[config.mk]
export PLATFORM = sky130hd
export DESIGN_NAME = cnn_mem_arbiter
export DESIGN_NICKNAME = d
export VERILOG_FILES = /design/src/rtl/cnn_mem_arbiter.sv
export SDC_FILE = /design/constraint.sdc
export NUM_CORES = 1
export LEC_CHECK = 0
export BUFFER_PORTS_ARGS = -buffer_cell sky130_fd_sc_hd__clkbuf_2
export CORE_MARGIN = 2
export CORE_UTILIZATION = 39
export DETAILED_ROUTE_END_ITERATION = 8
export GPL_TIMING_DRIVEN = 0
export HOLD_SLACK_MARGIN = 0.03
export PLACE_DENSITY = 0.88
export SYNTH_ARGS = -nofsm -noshare
export SYNTH_HDL_FRONTEND = slang
export SYNTH_SLANG_ARGS = --single-unit
[constraint.sdc]
create_clock -name clk -period 3.7 [get_ports clk]
set_input_delay 0.185 -clock clk [delete_from_list [all_inputs] [get_ports clk]]
set_output_delay 0.185 -clock clk [all_outputs]
set_load 0.03 [all_outputs]
[src/rtl/cnn_mem_arbiter.sv]
// Round-robin arbiter for the CNN memory port (loader read, conv write, prev read).
// Grants are registered one cycle after a sampled request; memory signals follow the live grant & req.
module cnn_mem_arbiter #(
    parameter int unsigned MAX_BURST = 16
) (
    input  logic        clk,
    input  logic        reset,
    input  logic        req_load,
    input  logic [15:0] addr_load,
    input  logic        req_write,
    input  logic [15:0] addr_write,
    input  logic [15:0] wdata,
    input  logic        req_prev,
    input  logic [15:0] addr_prev,
    output logic        gnt_load,
    output logic        gnt_write,
    output logic        gnt_prev,
    output logic [15:0] mem_address,
    output logic        mem_write_enable,
    output logic [15:0] mem_data_in,
    output logic [1:0]  owner,
    output logic        busy
);

    typedef enum logic {
        S_IDLE,
        S_GRANT
    } state_t;

    localparam logic [1:0] OWN_NONE  = 2'd0;
    localparam logic [1:0] OWN_LOAD  = 2'd1;
    localparam logic [1:0] OWN_WRITE = 2'd2;
    localparam logic [1:0] OWN_PREV  = 2'd3;
    localparam logic [7:0] BURST_MAX  = 8'(MAX_BURST);
    localparam logic [7:0] BURST_LAST = 8'(MAX_BURST - 1);

    state_t     r_state, w_state_nxt;
    logic [1:0] r_owner, w_owner_nxt;
    logic [1:0] r_last,  w_last_nxt;
    logic [7:0] r_cnt,   w_cnt_nxt;
    logic [1:0] w_winner;
    logic       w_owner_req;
    logic       w_other_req;
    logic       w_act_load, w_act_write, w_act_prev;

    always_ff @(posedge clk or negedge reset) begin
        if (!reset) begin
            r_state <= S_IDLE;
            r_owner <= OWN_NONE;
            r_last  <= OWN_PREV;
            r_cnt   <= 8'd0;
        end else begin
            r_state <= w_state_nxt;
            r_owner <= w_owner_nxt;
            r_last  <= w_last_nxt;
            r_cnt   <= w_cnt_nxt;
        end
    end

    // Search starts at the requester after the previous owner.
    always_comb begin
        w_winner = OWN_NONE;
        case (r_last)
            OWN_LOAD: begin
                if      (req_write) w_winner = OWN_WRITE;
                else if (req_prev)  w_winner = OWN_PREV;
                else if (req_load)  w_winner = OWN_LOAD;
            end
            OWN_WRITE: begin
                if      (req_prev)  w_winner = OWN_PREV;
                else if (req_load)  w_winner = OWN_LOAD;
                else if (req_write) w_winner = OWN_WRITE;
            end
            default: begin
                if      (req_load)  w_winner = OWN_LOAD;
                else if (req_write) w_winner = OWN_WRITE;
                else if (req_prev)  w_winner = OWN_PREV;
            end
        endcase
    end

    always_comb begin
        w_owner_req = 1'b0;
        case (r_owner)
            OWN_LOAD:  w_owner_req = req_load;
            OWN_WRITE: w_owner_req = req_write;
            OWN_PREV:  w_owner_req = req_prev;
            default:   w_owner_req = 1'b0;
        endcase
        w_other_req = (req_load  && (r_owner != OWN_LOAD))  ||
                      (req_write && (r_owner != OWN_WRITE)) ||
                      (req_prev  && (r_owner != OWN_PREV));
    end

    always_comb begin
        w_state_nxt = r_state;
        w_owner_nxt = r_owner;
        w_last_nxt  = r_last;
        w_cnt_nxt   = r_cnt;
        case (r_state)
            S_IDLE: begin
                if (w_winner != OWN_NONE) begin
                    w_state_nxt = S_GRANT;
                    w_owner_nxt = w_winner;
                    w_last_nxt  = w_winner;
                    w_cnt_nxt   = 8'd0;
                end
            end
            S_GRANT: begin
                if (!w_owner_req) begin
                    w_state_nxt = S_IDLE;
                    w_owner_nxt = OWN_NONE;
                end else begin
                    if (r_cnt < BURST_MAX) w_cnt_nxt = r_cnt + 8'd1;
                    // This cycle brings the count to the limit (or it already sits there).
                    if ((r_cnt >= BURST_LAST) && w_other_req) begin
                        w_state_nxt = S_IDLE;
                        w_owner_nxt = OWN_NONE;
                    end
                end
            end
            default: begin
                w_state_nxt = S_IDLE;
                w_owner_nxt = OWN_NONE;
            end
        endcase
    end

    assign gnt_load  = (r_owner == OWN_LOAD);
    assign gnt_write = (r_owner == OWN_WRITE);
    assign gnt_prev  = (r_owner == OWN_PREV);
    assign owner     = r_owner;
    assign busy      = gnt_load | gnt_write | gnt_prev;

    assign w_act_load  = gnt_load  & req_load;
    assign w_act_write = gnt_write & req_write;
    assign w_act_prev  = gnt_prev  & req_prev;

    assign mem_address      = w_act_load  ? addr_load  :
                              w_act_write ? addr_write :
                              w_act_prev  ? addr_prev  : 16'd0;
    assign mem_write_enable = w_act_write;
    assign mem_data_in      = w_act_write ? wdata : 16'd0;

endmodule
======== After elaboration in Yosys (flattened, before gate mapping) ========
Cells that the tools add are included.
storage, ports and cells
  logic and storage cells ................. 62
  register bits ........................... 13
  output and inout bits ................... 39
  input port bits ......................... 69
cells by class
  equal/unequal tests ..................... 12
  $add $sub $neg .......................... 1
  bitwise logic cells ..................... 6
  order comparisons ....................... 2
  reduce and logical (&&, ||, !) cells .... 10
  multiplexer cells ....................... 27
operators with widths
  kind                   count
  $mux W16               4
  $mux W8                3
  $mux W2                11
  $pmux W8 S2            1
  $add A8 B1 Y8 const B  1
  $ge A8 B4 Y1 const B   1
  $lt A8 B5 Y1 const B   1
  $pmux W2 S2            2
  $eq A2 B2 Y1 const B   3
  $ne A2 B1 Y1 const B   3
  $ne A2 B2 Y1 const B   3
  $eq A2 B1 Y1 const B   2
  $logic_and A1 B1 Y1    4
  $mux W1                4
  $reduce_and A2 Y1      2
  $and A1 B1 Y1          3
  $ne A3 B2 Y1 const B   1
  $pmux W1 S3            1
  $reduce_and A3 Y1      1
  $logic_or A1 B1 Y1     2
  $or A1 B1 Y1           2
  $pmux W1 S2            1
  $reduce_bool A2 Y1     1
  $not A1 Y1             1

======== Logic depth before layout (Yosys ltp) ========
  depth after elaboration ................. 8
  gate-level depth with buffers ........... 8
  depth with buffers taken out ............ 6

======== Worst setup path before layout ========
No wires, ideal clock.
  path kind ............................... reg-to-output
  start point ............................. reg r_owner[0] (netlist: owner[0])
  end point ............................... out mem_address[10]
  setup slack ............................. 1.324 ns
  arrival time ............................ 2.191 ns
  buffers on the path ..................... 2
  cell stages (with the launch flop) ...... 7
  data required time ...................... 3.515 ns
  path through ............................ dfrtp_1 nor2b_1 and2_1 clkbuf_1 clkbuf_1 a222oi_1 inv_1
on the way
  elaborated cells on any way between the ends .. 9
  classes of those cells .................. eq/ne: 3; mux: 3; bitwise: 3
RTL lines
  item                    RTL line  RTL
  start, declared         38        logic [1:0] r_owner, w_owner_nxt;
  start signal, assigned  54        r_owner <= w_owner_nxt;
  $eq A2 B1 Y1            129       assign gnt_load = (r_owner == OWN_LOAD);
  named net gnt_load      15        output logic gnt_load,
  $and A1 B1 Y1           135       assign w_act_load = gnt_load & req_load;
  $mux W16                139       assign mem_address = w_act_load ? addr_load :
  end, declared           18        output logic [15:0] mem_address,
The timed path passes the listed nets, and every way through them passes these cells.

======== Worst setup path after layout ========
  start point ............................. reg r_owner[0] (netlist: owner[0])
  end point ............................... out mem_address[10]
on the way
  longest elaborated chain between the ends .. 5
  elaborated cells on any way between the ends .. 9
  classes of those cells .................. eq/ne: 3; mux: 3; bitwise: 3
RTL lines
  item           RTL line  RTL
  $eq A2 B2 Y1   131       assign gnt_prev = (r_owner == OWN_PREV);
  $and A1 B1 Y1  137       assign w_act_prev = gnt_prev & req_prev;
  $mux W16       141       w_act_prev ? addr_prev : 16'd0;
  $mux W16       140       w_act_write ? addr_write :
  $mux W16 (*)   139
Every way passes the cells marked *; elsewhere a longest branch is shown, timed or not.

==> reports/qor.yml <==
critical_path:
  cp.required_ns: 3.51
  cp_top_family: "buffers and inverters"
  crit_buf_inv: 5
  r2r_cells: 6
  cpMostUsedCell: "clkbuf_1"
  worstSetupStartpointType: "register"
  cpPeakStageDelay_ns: 0.50
  critPathKind: "reg -> out"
  critPathMaxFanout: 10
  crit_chain: "nor2b_1 > clkbuf_1 > and2_0 > clkbuf_1 > buf_2 > a222oi_1 > inv_1 > clkbuf_2"
  cp.arrival_ns: 2.36
  end_kind: "output pin"
  cp_num_cells: 8
  crit_slowest_cell: "dfrtp_1"
floorplanning:
  die_width_um: 57.6
  die_area_um2: 3310
  core_area_um2: 2730
  die_y_um: 57.6
  initial_core_util_pct: 40.9
  ioPinCount: 108
  num_rows: 19
grt:
  grt_pass1_vias: 1291
  overflow: 0
  grt_start_max_net_pins: 14
  grtUsageTotal_pct: 21.1
  antenna_found_initial: 0
  grt_first_pass_wirelength_um: 5510
timing:
  finalSetupViolations: 0
  rsz0062_at_grt: "no"
  slew-limit-headroom_pct: 41.8
  hold_slack_ns: 0.310
  period_needed_ns: 2.55
  tightest_slew_ns: 0.866
  fmax_mhz: 393
  min_period_over_period_pct: 68.8
  drv_slew: 0
  skew_ns: 0.0105
  hold_viol_final: 0
  post-route-worst-setup-slack_ns: 1.15
  fin_setup_tns_ns: 0
clocking:
  clock_latency_ns: 0.29
  cts_tree: "yes"
  clock-sinks: 13
  cts.clk_slew.worst_paths_ns: 0.08
  clockBufferDepth: 2
  htreeDepth: 1
  post-cts-setup-buffer-count: 0
  cts-resized-gates: 0
  cts_made_buffers: 3
  root_buffer: "clkbuf_4"
pwr:
  fin_total_pwr_w: 0.00113
  peakVddDrop_mv: 0.453
  leakagePower_nw: 1.11
  p_per_area_nw_per_um2: 654
layout:
  nets: 318
  syn2layout_area_growth_pct: 54.6
  diodes: 0
  design_area_um2: 1730
  drive_gt1_share_pct: 47.8
logic_synthesis:
  synth_area_leaders: "dfrtp_1 25%, a222oi_1 14%, and3_1 10%"
  synthTopCellsByCount: "22 x inv_1, 18 x and3_1, 16 x a222oi_1, 11 x dfrtp_1, 9 x clkbuf_1"
  post-synth-top-area-cell: "dfrtp_1"
  synth_seq_cells: 13
  yosysMostFrequentCell: "inv_1"
  avgSynthCellArea_um2: 8.41
  synthCells: 133
  synth_area_um2: 1120
  yosysSeqAreaShare_pct: 29.3
  yosys.area.top_type_share_pct: 24.6
  syn_nets: 205
  yosysWarnings: 0
  synth.distinct_cells: 34
  ys.flop_type: "dfrtp_1"
  async_flop_share_pct: 100
  synth_edf_count: 0
detailed_routing:
  drtAntennaViolNets: 0
  remaining_drc_errors: 0
  vias: 1467
  routed_via_density: 5.32
  drt_iter0_markers: 143
  firstDrtPassIters: 5
  wl_per_cell_um: 13.0
  finalWirelength_um: 3580
worst_hold_path:
  hold_class: "in -> async"
placed_design:
  portBuffers: 107
  place_congestion: 0.874
  place_area_um2: 1690
  dp_hpwl_um: 2980
  pre_cts_ws_ns: 1.40
job:
  drv_cap: 0
outcome:
  status: "finished, final reports clean"
[path summary, 6_finish.rpt]
check / from / to / slack (ns)
max: owner[0] / mem_address[10] / 1.15
min reg2reg: r_cnt[7] / r_cnt[7] / 0.51
min: reset / r_cnt[0] / 0.31
min in group clk: req_prev / r_last[1] / 0.43
max in group asynchronous: reset / r_last[0] / 3.09
max reg2reg: r_last[0] / r_cnt[3] / 1.37
[logic make-up after synthesis]
kind of cell	count (synthesis)	synth area share (%)
AO/OA/AOI/OAI	34	27.7
adder cells (fa/ha/maj)	3	3.36
buffers and inverters	33	12.1
flip-flops	13	29.3
multiplexers	4	3.69
AND/OR/NAND/NOR	46	23.8
[state kept, by name, indices dropped and copies added (netlist names)]
signal	cells
r_cnt	8
r_state	1
owner	2
r_last	2
[placed cells by master, fill, tap and decap left out, types with 2 or more instances in the layout]
master	instances
dfstp_2	2
mux2i_1	3
nor2b_1	5
nor3_1	6
nand2b_1	2
ha_1	3
clkbuf_1	10
o21ai_0	4
a221o_1	2
nand3_1	2
inv_1	22
a31oi_1	2
clkbuf_4	3
clkbuf_2	107
nor2_1	5
a222oi_1	16
and3_1	18
nand2_1	3
dfrtp_1	11
o2bb2ai_1	2
[through the flow]
stage               util, %  cells
floorplan                 -    133
global placement       61.9    271
detailed placement     61.9    271
CTS                    63.2    276
global route           63.2    276
finish                 63.2    276
[layout make-up]
cell class                 count  area, um^2
multi-input combinational     87         656
timing repair buffer         108         546
inverter                      22        82.6
clock buffer                   4        26.3
tap                           31        38.8
fill                         241        1000
sequential                    13         328
buffer                        11        52.6
[where the power goes]
| group | internal, W | switching [W] |
|---|---|---|
| clock | 0.0000419 | 0.0000477 |
| sequential | 0.000196 | 0.0000449 |
| combinational | 0.000284 | 0.000516 |
[layer usage]
layer	vias to the layer above	share of wire [%]	GRT usage [%]
met5	-	0	0
met4	0	1.8	9.97
met3	7	8.8	4.76
met2	62	51	39.1
met1	669	39	22.2
li1	729	-	-
[repair_timing]
action,in CTS,in global routing
setup endpoints to repair,0,0
hold buffers,1,0
endpoints found under the hold margin,11,0
No activity file was read; power rests on OpenSTA's default activity.
